## src/rtl/shift_issue_stage.sv

```systemverilog
// ---------------------------------------------------------------------------
// shift_issue_stage
//
// Feeds the 16-bit barrel shifter in the ALU datapath. It accepts MIPS-style
// shift requests (sll, srl, sllv, srlv) and decodes each one into a shifter
// operand, a 4-bit shift amount and a direction. The decoded request is
// buffered in a small FIFO so that decode timing is decoupled from execute.
// A shift amount of 16 or more is resolved here at push time: the stored
// operand is zero, so the shifter produces the same all-zero result that a
// logical shift by 16..31 would give. Requests with an illegal funct are
// consumed without being buffered and set a sticky error flag.
//
// Handshake (both sides): a transfer happens on a rising clk edge where
// valid and ready are both high. Valid never depends on ready. in_ready_o is
// a function of the registered occupancy only, so it has no combinational
// path from out_ready_i. Once a request is offered it must be held
// unchanged until it is accepted.
//
// Ports:
//   clk_i          clock; all state updates on the rising edge
//   rst_i          synchronous reset, active low
//   in_valid_i     request valid
//   in_ready_o     stage can accept a request (occupancy < DEPTH)
//   funct_i        000000 sll, 000010 srl, 000100 sllv, 000110 srlv
//   shamt_field_i  immediate shift amount (sll/srl)
//   rs_data_i      variable shift amount source, bits [4:0] (sllv/srlv)
//   rt_data_i      value to be shifted
//   out_valid_o    head entry valid
//   out_ready_i    downstream consumes the head
//   sft_src_o      shifter operand (0 when empty)
//   shamt_o        shifter amount (0 when empty)
//   left_right_o   1 = left, 0 = right (0 when empty)
//   big_o          head's original amount was >= 16 (0 when empty)
//   err_o          sticky illegal-funct flag, cleared only by reset
//   count_o        current occupancy
//
// DEPTH may be 2..4. DATA_W must be 16: the shifter takes a 4-bit amount.
// ---------------------------------------------------------------------------
module shift_issue_stage #(
    parameter int DEPTH  = 2,
    parameter int DATA_W = 16
) (
    input  logic              clk_i,
    input  logic              rst_i,
    input  logic              in_valid_i,
    output logic              in_ready_o,
    input  logic [5:0]        funct_i,
    input  logic [4:0]        shamt_field_i,
    input  logic [DATA_W-1:0] rs_data_i,
    input  logic [DATA_W-1:0] rt_data_i,
    output logic              out_valid_o,
    input  logic              out_ready_i,
    output logic [DATA_W-1:0] sft_src_o,
    output logic [3:0]        shamt_o,
    output logic              left_right_o,
    output logic              big_o,
    output logic              err_o,
    output logic [2:0]        count_o
);

    localparam int PTR_W = (DEPTH > 2) ? 2 : 1;

    // Buffered, already-decoded entries.
    logic [DATA_W-1:0] src_mem [DEPTH];
    logic [3:0]        sh_mem  [DEPTH];
    logic              lr_mem  [DEPTH];
    logic              big_mem [DEPTH];

    logic [PTR_W-1:0]  wr_ptr_q;
    logic [PTR_W-1:0]  rd_ptr_q;
    logic [2:0]        count_q;
    logic              err_q;

    // Decode of the offered request.
    logic              legal;
    logic [4:0]        amt;
    logic              dec_lr;
    logic              dec_big;
    logic [DATA_W-1:0] dec_src;
    logic [3:0]        dec_sh;

    logic              push;
    logic              pop;
    logic              drop;

    // Only the low five bits of rs are a shift amount; the rest is ignored.
    logic              rs_high_unused;
    assign rs_high_unused = ^rs_data_i[DATA_W-1:5];

    // The four legal functs are exactly the pattern 000xx0.
    assign legal   = (funct_i[5:3] == 3'b000) && !funct_i[0];
    assign amt     = funct_i[2] ? rs_data_i[4:0] : shamt_field_i;
    assign dec_lr  = ~funct_i[1];
    assign dec_big = amt[4];
    assign dec_src = dec_big ? '0 : rt_data_i;
    assign dec_sh  = dec_big ? 4'd0 : amt[3:0];

    assign in_ready_o  = (count_q < 3'(DEPTH));
    assign out_valid_o = (count_q != 3'd0);

    assign push = in_valid_i && in_ready_o && legal;
    assign drop = in_valid_i && in_ready_o && !legal;
    assign pop  = out_valid_o && out_ready_i;

    function automatic logic [PTR_W-1:0] ptr_next(input logic [PTR_W-1:0] p);
        return (p == PTR_W'(DEPTH - 1)) ? '0 : p + PTR_W'(1);
    endfunction

    // Control state: pointers, occupancy, sticky error.
    always_ff @(posedge clk_i) begin
        if (!rst_i) begin
            wr_ptr_q <= '0;
            rd_ptr_q <= '0;
            count_q  <= 3'd0;
            err_q    <= 1'b0;
        end else begin
            if (push) wr_ptr_q <= ptr_next(wr_ptr_q);
            if (pop)  rd_ptr_q <= ptr_next(rd_ptr_q);
            if (push && !pop)      count_q <= count_q + 3'd1;
            else if (pop && !push) count_q <= count_q - 3'd1;
            if (drop) err_q <= 1'b1;
        end
    end

    // Storage carries no reset: empty slots are never presented because
    // the outputs are forced to zero whenever the buffer is empty.
    always_ff @(posedge clk_i) begin
        if (rst_i && push) begin
            src_mem[wr_ptr_q] <= dec_src;
            sh_mem[wr_ptr_q]  <= dec_sh;
            lr_mem[wr_ptr_q]  <= dec_lr;
            big_mem[wr_ptr_q] <= dec_big;
        end
    end

    always_comb begin
        sft_src_o    = '0;
        shamt_o      = 4'd0;
        left_right_o = 1'b0;
        big_o        = 1'b0;
        if (out_valid_o) begin
            sft_src_o    = src_mem[rd_ptr_q];
            shamt_o      = sh_mem[rd_ptr_q];
            left_right_o = lr_mem[rd_ptr_q];
            big_o        = big_mem[rd_ptr_q];
        end
    end

    assign err_o   = err_q;
    assign count_o = count_q;

endmodule

```

## config.mk

```make
export PLATFORM = sky130hd
export DESIGN_NAME = shift_issue_stage
export DESIGN_NICKNAME = d
export VERILOG_FILES = /design/src/rtl/shift_issue_stage.sv
export SDC_FILE = /design/constraint.sdc
export NUM_CORES = 1
export LEC_CHECK = 0
export CAP_MARGIN = 15
export CORE_ASPECT_RATIO = 1.2
export CORE_MARGIN = 3
export CORE_UTILIZATION = 49
export DETAILED_ROUTE_END_ITERATION = 8
export GPL_TIMING_DRIVEN = 0
export PLACE_DENSITY = 0.9
export RECOVER_POWER = 50
export SLEW_MARGIN = 20
export SYNTH_ARGS = -nofsm -noshare
export SYNTH_HDL_FRONTEND = slang
export SYNTH_SLANG_ARGS = --single-unit
export TNS_END_PERCENT = 10
```

## constraint.sdc

```tcl
create_clock -name clk_i -period 7.58 [get_ports clk_i]
set_clock_uncertainty 0.05 [all_clocks]
set_input_delay 2.274 -clock clk_i [delete_from_list [all_inputs] [get_ports clk_i]]
set_output_delay 2.274 -clock clk_i [all_outputs]
set_load 0.005 [all_outputs]
```

==> results of run 1 <==
worst max-delay path, cell delays in order:
cell	delay (ps)
sky130_fd_sc_hd__dlygate4sd3_1	530
sky130_fd_sc_hd__nor4_1	430
sky130_fd_sc_hd__and3_1	280
sky130_fd_sc_hd__ha_1	190
sky130_fd_sc_hd__inv_1	60
sky130_fd_sc_hd__fa_1	380
sky130_fd_sc_hd__xor2_1	160
sky130_fd_sc_hd__or3_1	310
sky130_fd_sc_hd__a21boi_0	160
registers in the layout (all words and copies together) (netlist names), named ones only:
| signal | count |
|---|---|
| big_mem | 2 |
| count_o | 3 |
| err_o | 1 |
| lr_mem | 2 |
| rd_ptr_q | 1 |
| sh_mem | 8 |
| src_mem | 32 |
| wr_ptr_q | 1 |
area by class of cell:
cell class	instances	area (um^2)
sequential	51	1460
inverter	5	18.8
fill	317	1270
clock buffer	6	72.6
buffer	7	45.0
clock inverter	2	60.1
tap	56	70.1
multi-input combinational	94	656
timing repair buffer	63	636
cell usage in the layout, fill, tap and decap left out, drive strengths merged, types with 2 or more instances in the layout:
cell           Yosys  final
clkbuf             1      7
clkdlybuf4s50      0     54
mux2i             28     28
xnor2              2      2
nor2              28     28
a21boi             2      2
edfxtp            44     44
dfxtp              7      7
bufinv             0      2
and3               2      2
and2              19     19
dlygate4sd3        0      8
buf                6      7
inv                5      5
metrics by stage:
stage | cell area, um^2 | power [mW] | utilization
after CTS | 3060 | 0.892 | 0.712
after global placement | 2910 | 0.672 | 0.677
final | 3020 | 0.869 | 0.703
after floorplan | 2210 | 0.495 | -
after detailed placement | 2920 | 0.680 | 0.681
after global routing | 3020 | 0.917 | 0.703
final timing paths:
check | start | endpoint | slack, ps | cells past startpoint
min reg2reg | err_o | err_o | 420 | 2
min | err_o | err_o | 420 | 2
max | funct_i[4] | count_o[2] | 2990 | 9
max reg2reg | count_o[0] | count_o[2] | 5310 | 7
power by group through the flow:
| stage | clock network (mW) | registers (mW) | logic, mW |
|---|---|---|---|
| floorplan | 0 | 0.338 | 0.157 |
| global placement | 0 | 0.340 | 0.332 |
| detailed placement | 0 | 0.340 | 0.340 |
| CTS | 0.214 | 0.336 | 0.342 |
| global route | 0.227 | 0.334 | 0.356 |
| finish | 0.211 | 0.332 | 0.327 |
layer usage:
metal	routed length, um	up-vias	track usage
met5	0	-	0
li1	-	692	-
met3	209	7	0.0352
met2	2200	42	0.304
met4	76	0	0.0629
met1	1530	663	0.175
kinds of logic after synthesis:
family          synth area share
xor+xnor                  0.0119
simple gates               0.131
mux                        0.132
buf+inv                   0.0294
flops                      0.660
compound gates            0.0215
fa+ha+maj                 0.0147
==> impl_metrics.toml, run 1 <==
[clock_network]
cts-buffers-inserted = 5
clock_tree.buffer_depth = 2
path_clk_slew_ps = 80
post_cts_resize_count = 0
post_cts_hold_buffer_count = 0
clock_insertion_delay_worst_skew_ps = 290
cts_tree = "yes"
ctsHtreeMaxLevel = 2
post-cts-setup-buffers = 0
clockRootBuffer = "sky130_fd_sc_hd__clkbuf_8"
clock_sinks = 51

[critical_path]
timing.critical_path.to_type = "register"
worstPathArrival_ps = 4770
worstPathMaxFanout = 3
worst_ep_required_time_ps = 7750
setup.worst_path.start_class = "primary input"
ws_path_type = "primary input to register"

[power_and_ir_drop]
power.ir.vdd_worst_mv = 0.191
power_leakage_nw = 1.07
pwr-share-clk = 0.242
pwrdens_nw_per_um2 = 288
pwr-share-comb = 0.376
net-switching-power_uw = 225
seqPwrFrac = 0.382
total_internal_power_uw = 644
p_sw_frac = 0.259

[drt]
drt_first_iter_violations = 57
detailroute.via_count = 1404
drc = 0
route.final.wire_length_um = 4020
drt_pass1_iterations = 4
antenna_violating_nets_post_route = 0
wl_per_cell_um = 14.2
via_per_inst = 4.94

[timing]
rsz0062_at_grt = "no"
setup_viol_count_final = 0
timing.setup.tns_ps = 0
fmax_mhz = 218
report.final.slew_viol_count = 0
timing.final.hold_violations = 0
timing.slew.headroom = 0.321
period_share = 0.606
hold-worst-slack_ps = 417
finalWorstSetupSlack_ps = 2990
worst-slew-pin-transition_ps = 1020
fin_crit_ps = 4590

[flow_run]
drv.max_cap_violation_count = 0

[synth]
yosysSeqAreaShare = 0.660
synthesis.area_per_instance_um2 = 14.1
yosys.cell_types.count = 28
yosysTopAreaCell = "sky130_fd_sc_hd__edfxtp_1"
synth_commonest_cells = "sky130_fd_sc_hd__edfxtp_1, sky130_fd_sc_hd__nor2_1, sky130_fd_sc_hd__mux2i_1"
synth_enable_flop_cells = 44
synth-warning-count = 0
yosys.area.top_type_share = 0.597
yosys_register_bits = 51
synth.cell_area_um2 = 2210
syn-num-nets = 206
ys_async_sr_fraction = 0
syn_inst = 157
yosysMostFrequentCell = "sky130_fd_sc_hd__edfxtp_1"
yosys-top-cells-area = "sky130_fd_sc_hd__edfxtp_1, sky130_fd_sc_hd__mux2i_1, sky130_fd_sc_hd__dfxtp_1"
synth_flop_cell = "sky130_fd_sc_hd__edfxtp_1"

[placed_design]
place.port_buffers = 62
place.detailed.instances = 276
place_congestion = 0.714
dp_worst_setup_slack_ps = 2900
place.detailed.hpwl_um = 3000

[cells_and_area]
antenna-diode-count = 0
finish.cell_count_without_fillers = 284
drive_gt1_frac = 0.0702
layout-area-overhead-vs-synth_pct = 36.3
post_layout_nets = 276

[floorplanning]
die_height_um = 79.6
initial_utilization = 0.516
num_rows = 26
die_w_um = 67.4
number_of_primary_i_o_pins = 75
design.die.area_um2 = 5370
core_region_area_um2 = 4290

[global_route]
first_global_vias = 1428
antenna_violations_before_repair = 0
gr-usage-all-layers = 0.164
global_route_wire_length_before_repair_um = 6440
grt_remaining_overflow = 0
grt_max_degree = 23

[hold_path]
hp-class = "register to register"

[outcome]
run_status = "finished, final reports clean"
Note: power is estimated with default switching activity, not from simulation.
==> inputs of run 2 (changes only) <==
CORE_UTILIZATION = 45   (was 49)
PLACE_DENSITY = 0.84   (was 0.9)
clock period = 4.5 ns   (was 7.58 ns; I/O delays follow)
==> run 2 against run 1 <==
Against the previous run: final cell count rose by 0.70%; count of clock-buffer cells in the layout grew 2; combinational power is 68% higher; via count down 0.78%; routed wire length fell by 4.3%; die area grew 8.1%; register-to-register slack got worse by 3000 ps; non-clock buffer count is the same; hold slack got worse by 4.0 ps; sequential power rose by 67%; critical endpoint unchanged; clock power is 11% higher.
==> impl_metrics.toml, run 2 (synthesis gave the netlist of run 1 again) <==
[clock_network]
clock_sinks = 51
ctsHtreeMaxLevel = 2
cts-buffers-inserted = 5
clock_tree.buffer_depth = 2
post-cts-setup-buffers = 0
post_cts_resize_count = 0
clockRootBuffer = "sky130_fd_sc_hd__clkbuf_8"
clock_insertion_delay_worst_skew_ps = 290
path_clk_slew_ps = 80
post_cts_hold_buffer_count = 0
cts_tree = "yes"

[power_and_ir_drop]
pwrdens_nw_per_um2 = 451
net-switching-power_uw = 368
pwr-share-clk = 0.176
power_leakage_nw = 1.04
p_sw_frac = 0.275
power.ir.vdd_worst_mv = 0.275
total_internal_power_uw = 970
pwr-share-comb = 0.409
total_power_mw = 1.34
seqPwrFrac = 0.415

[critical_path]
timing.critical_path.to_type = "register"
setup.worst_path.start_class = "primary input"
worstPathArrival_ps = 3810
ws_path_type = "primary input to register"
worst_ep_required_time_ps = 4670
worstPathMaxFanout = 3
worstReg2RegStart = "count_o[0]"
r2r-end = "count_o[2]"
r2r.worst_path.cells = 7
register_to_register_setup_slack_ps = 2270

[outcome]
run_status = "finished, final reports clean"

[timing]
setup_viol_count_final = 0
timing.setup.tns_ps = 0
report.final.slew_viol_count = 0
fmax_mhz = 275
timing.final.hold_violations = 0
timing.slew.headroom = 0.338
worst-slew-pin-transition_ps = 993
fin_crit_ps = 3640
period_share = 0.808
rsz0062_at_grt = "no"

[cells_and_area]
layout.cells.most_common_list = "sky130_fd_sc_hd__clkdlybuf4s50_1, sky130_fd_sc_hd__edfxtp_1, sky130_fd_sc_hd__nor2_1, sky130_fd_sc_hd__mux2i_1, sky130_fd_sc_hd__and2_0"
multi_input_comb_area_um2 = 656
post_layout_nets = 276
final-seq-area_um2 = 1460
drive_gt1_frac = 0.0614
layout-area-overhead-vs-synth_pct = 34.1
layout.cells.most_common = "sky130_fd_sc_hd__clkdlybuf4s50_1"
largest_reg_flops = 32
final.fill_count = 401
registers.top_by_ff_count = "src_mem"
antenna-diode-count = 0

[global_route]
grt_max_degree = 23
gr-usage-all-layers = 0.139
grt_remaining_overflow = 0
antenna_violations_before_repair = 0
first_global_vias = 1408
global_route_wire_length_before_repair_um = 6360

[hold_path]
timing.hold.worst.start = "err_o"
hp-class = "register to register"
holdPathStages = 2
sink_of_the_worst_hold_path = "err_o"

[drt]
drt_pass1_iterations = 4
drc = 0
route.final.wire_length_um = 3850
antenna_violating_nets_post_route = 0
wl_per_cell_um = 13.5
detailroute.via_count = 1393
drt_first_iter_violations = 64
via_per_inst = 4.87

[floorplanning]
num_rows = 27
die_w_um = 70.0
initial_utilization = 0.475
number_of_primary_i_o_pins = 75
core_region_area_um2 = 4660
design.die.area_um2 = 5800
die_height_um = 82.9

[placed_design]
place.port_buffers = 62
place.detailed.hpwl_um = 2950
place_congestion = 0.730

[flow_run]
drv.max_cap_violation_count = 0
run 2: cell types whose count changed in the layout (fill, tap and decap cells not counted):
| cell | delta |
|---|---|
| sky130_fd_sc_hd__bufinv_16 | -2 |
| sky130_fd_sc_hd__clkbuf_1 | +2 |
| sky130_fd_sc_hd__clkdlybuf4s50_1 | -1 |
| sky130_fd_sc_hd__dlygate4sd3_1 | +1 |
run 2: critical path, stage by stage:
cell and delay (ps):
sky130_fd_sc_hd__dlygate4sd3_1 530, sky130_fd_sc_hd__nor4_1 400, sky130_fd_sc_hd__and3_1 270, sky130_fd_sc_hd__ha_1 210, sky130_fd_sc_hd__inv_1 70, sky130_fd_sc_hd__fa_1 370
sky130_fd_sc_hd__xor2_1 160, sky130_fd_sc_hd__or3_1 290, sky130_fd_sc_hd__a21boi_0 150
run 2: worst max path at each step:
stage	start	endpoint	slack, ps	cells past startpoint
6_report	funct_i[4]	count_o[2]	860	9
5_1_grt	funct_i[4]	count_o[2]	730	9
4_1_cts	funct_i[4]	count_o[2]	1070	9
3_5_place_dp	funct_i[4]	count_o[2]	770	9
3_3_place_gp	funct_i[4]	src_mem[0][1]	400	4
2_1_floorplan	funct_i[4]	big_mem[0]	1300	3
run 2: metrics by stage:
step                hold slack (ps)  worst slack (ps)  std cells  area, um^2  utilization
finish                          413               863        286        2970        0.637
global route                    449               734        286        2970        0.637
CTS                             420              1070        286        3010        0.645
detailed placement              411               767        278        2930        0.627
global placement                406               402        277        2910        0.624
floorplan                       402              1300        157        2210            -
run 2: layer usage:
metal	vias up	share of wire	GRT usage
met1	650	0.37	0.145
met3	7	0.045	0.0291
met4	0	0.025	0.0523
li1	695	-	-
met5	-	0	0
met2	41	0.55	0.267
run 2: power groups by stage:
stage / combinational (mW) / sequential [mW] / clock [mW]
after floorplan: 0.264 / 0.570 / 0
final: 0.548 / 0.556 / 0.235
after CTS: 0.576 / 0.562 / 0.243
after detailed placement: 0.575 / 0.572 / 0
after global routing: 0.598 / 0.560 / 0.265
after global placement: 0.562 / 0.572 / 0
run 2: cell type report:
| class | instances | share of cell area |
|---|---|---|
| plain buffers | 7 | 0.0152 |
| well taps | 58 | 0.0244 |
| multi-input cells | 94 | 0.221 |
| clock buffers | 8 | 0.0270 |
| inverters | 5 | 0.00632 |
| flip-flops and latches | 51 | 0.492 |
| repair buffers | 63 | 0.214 |
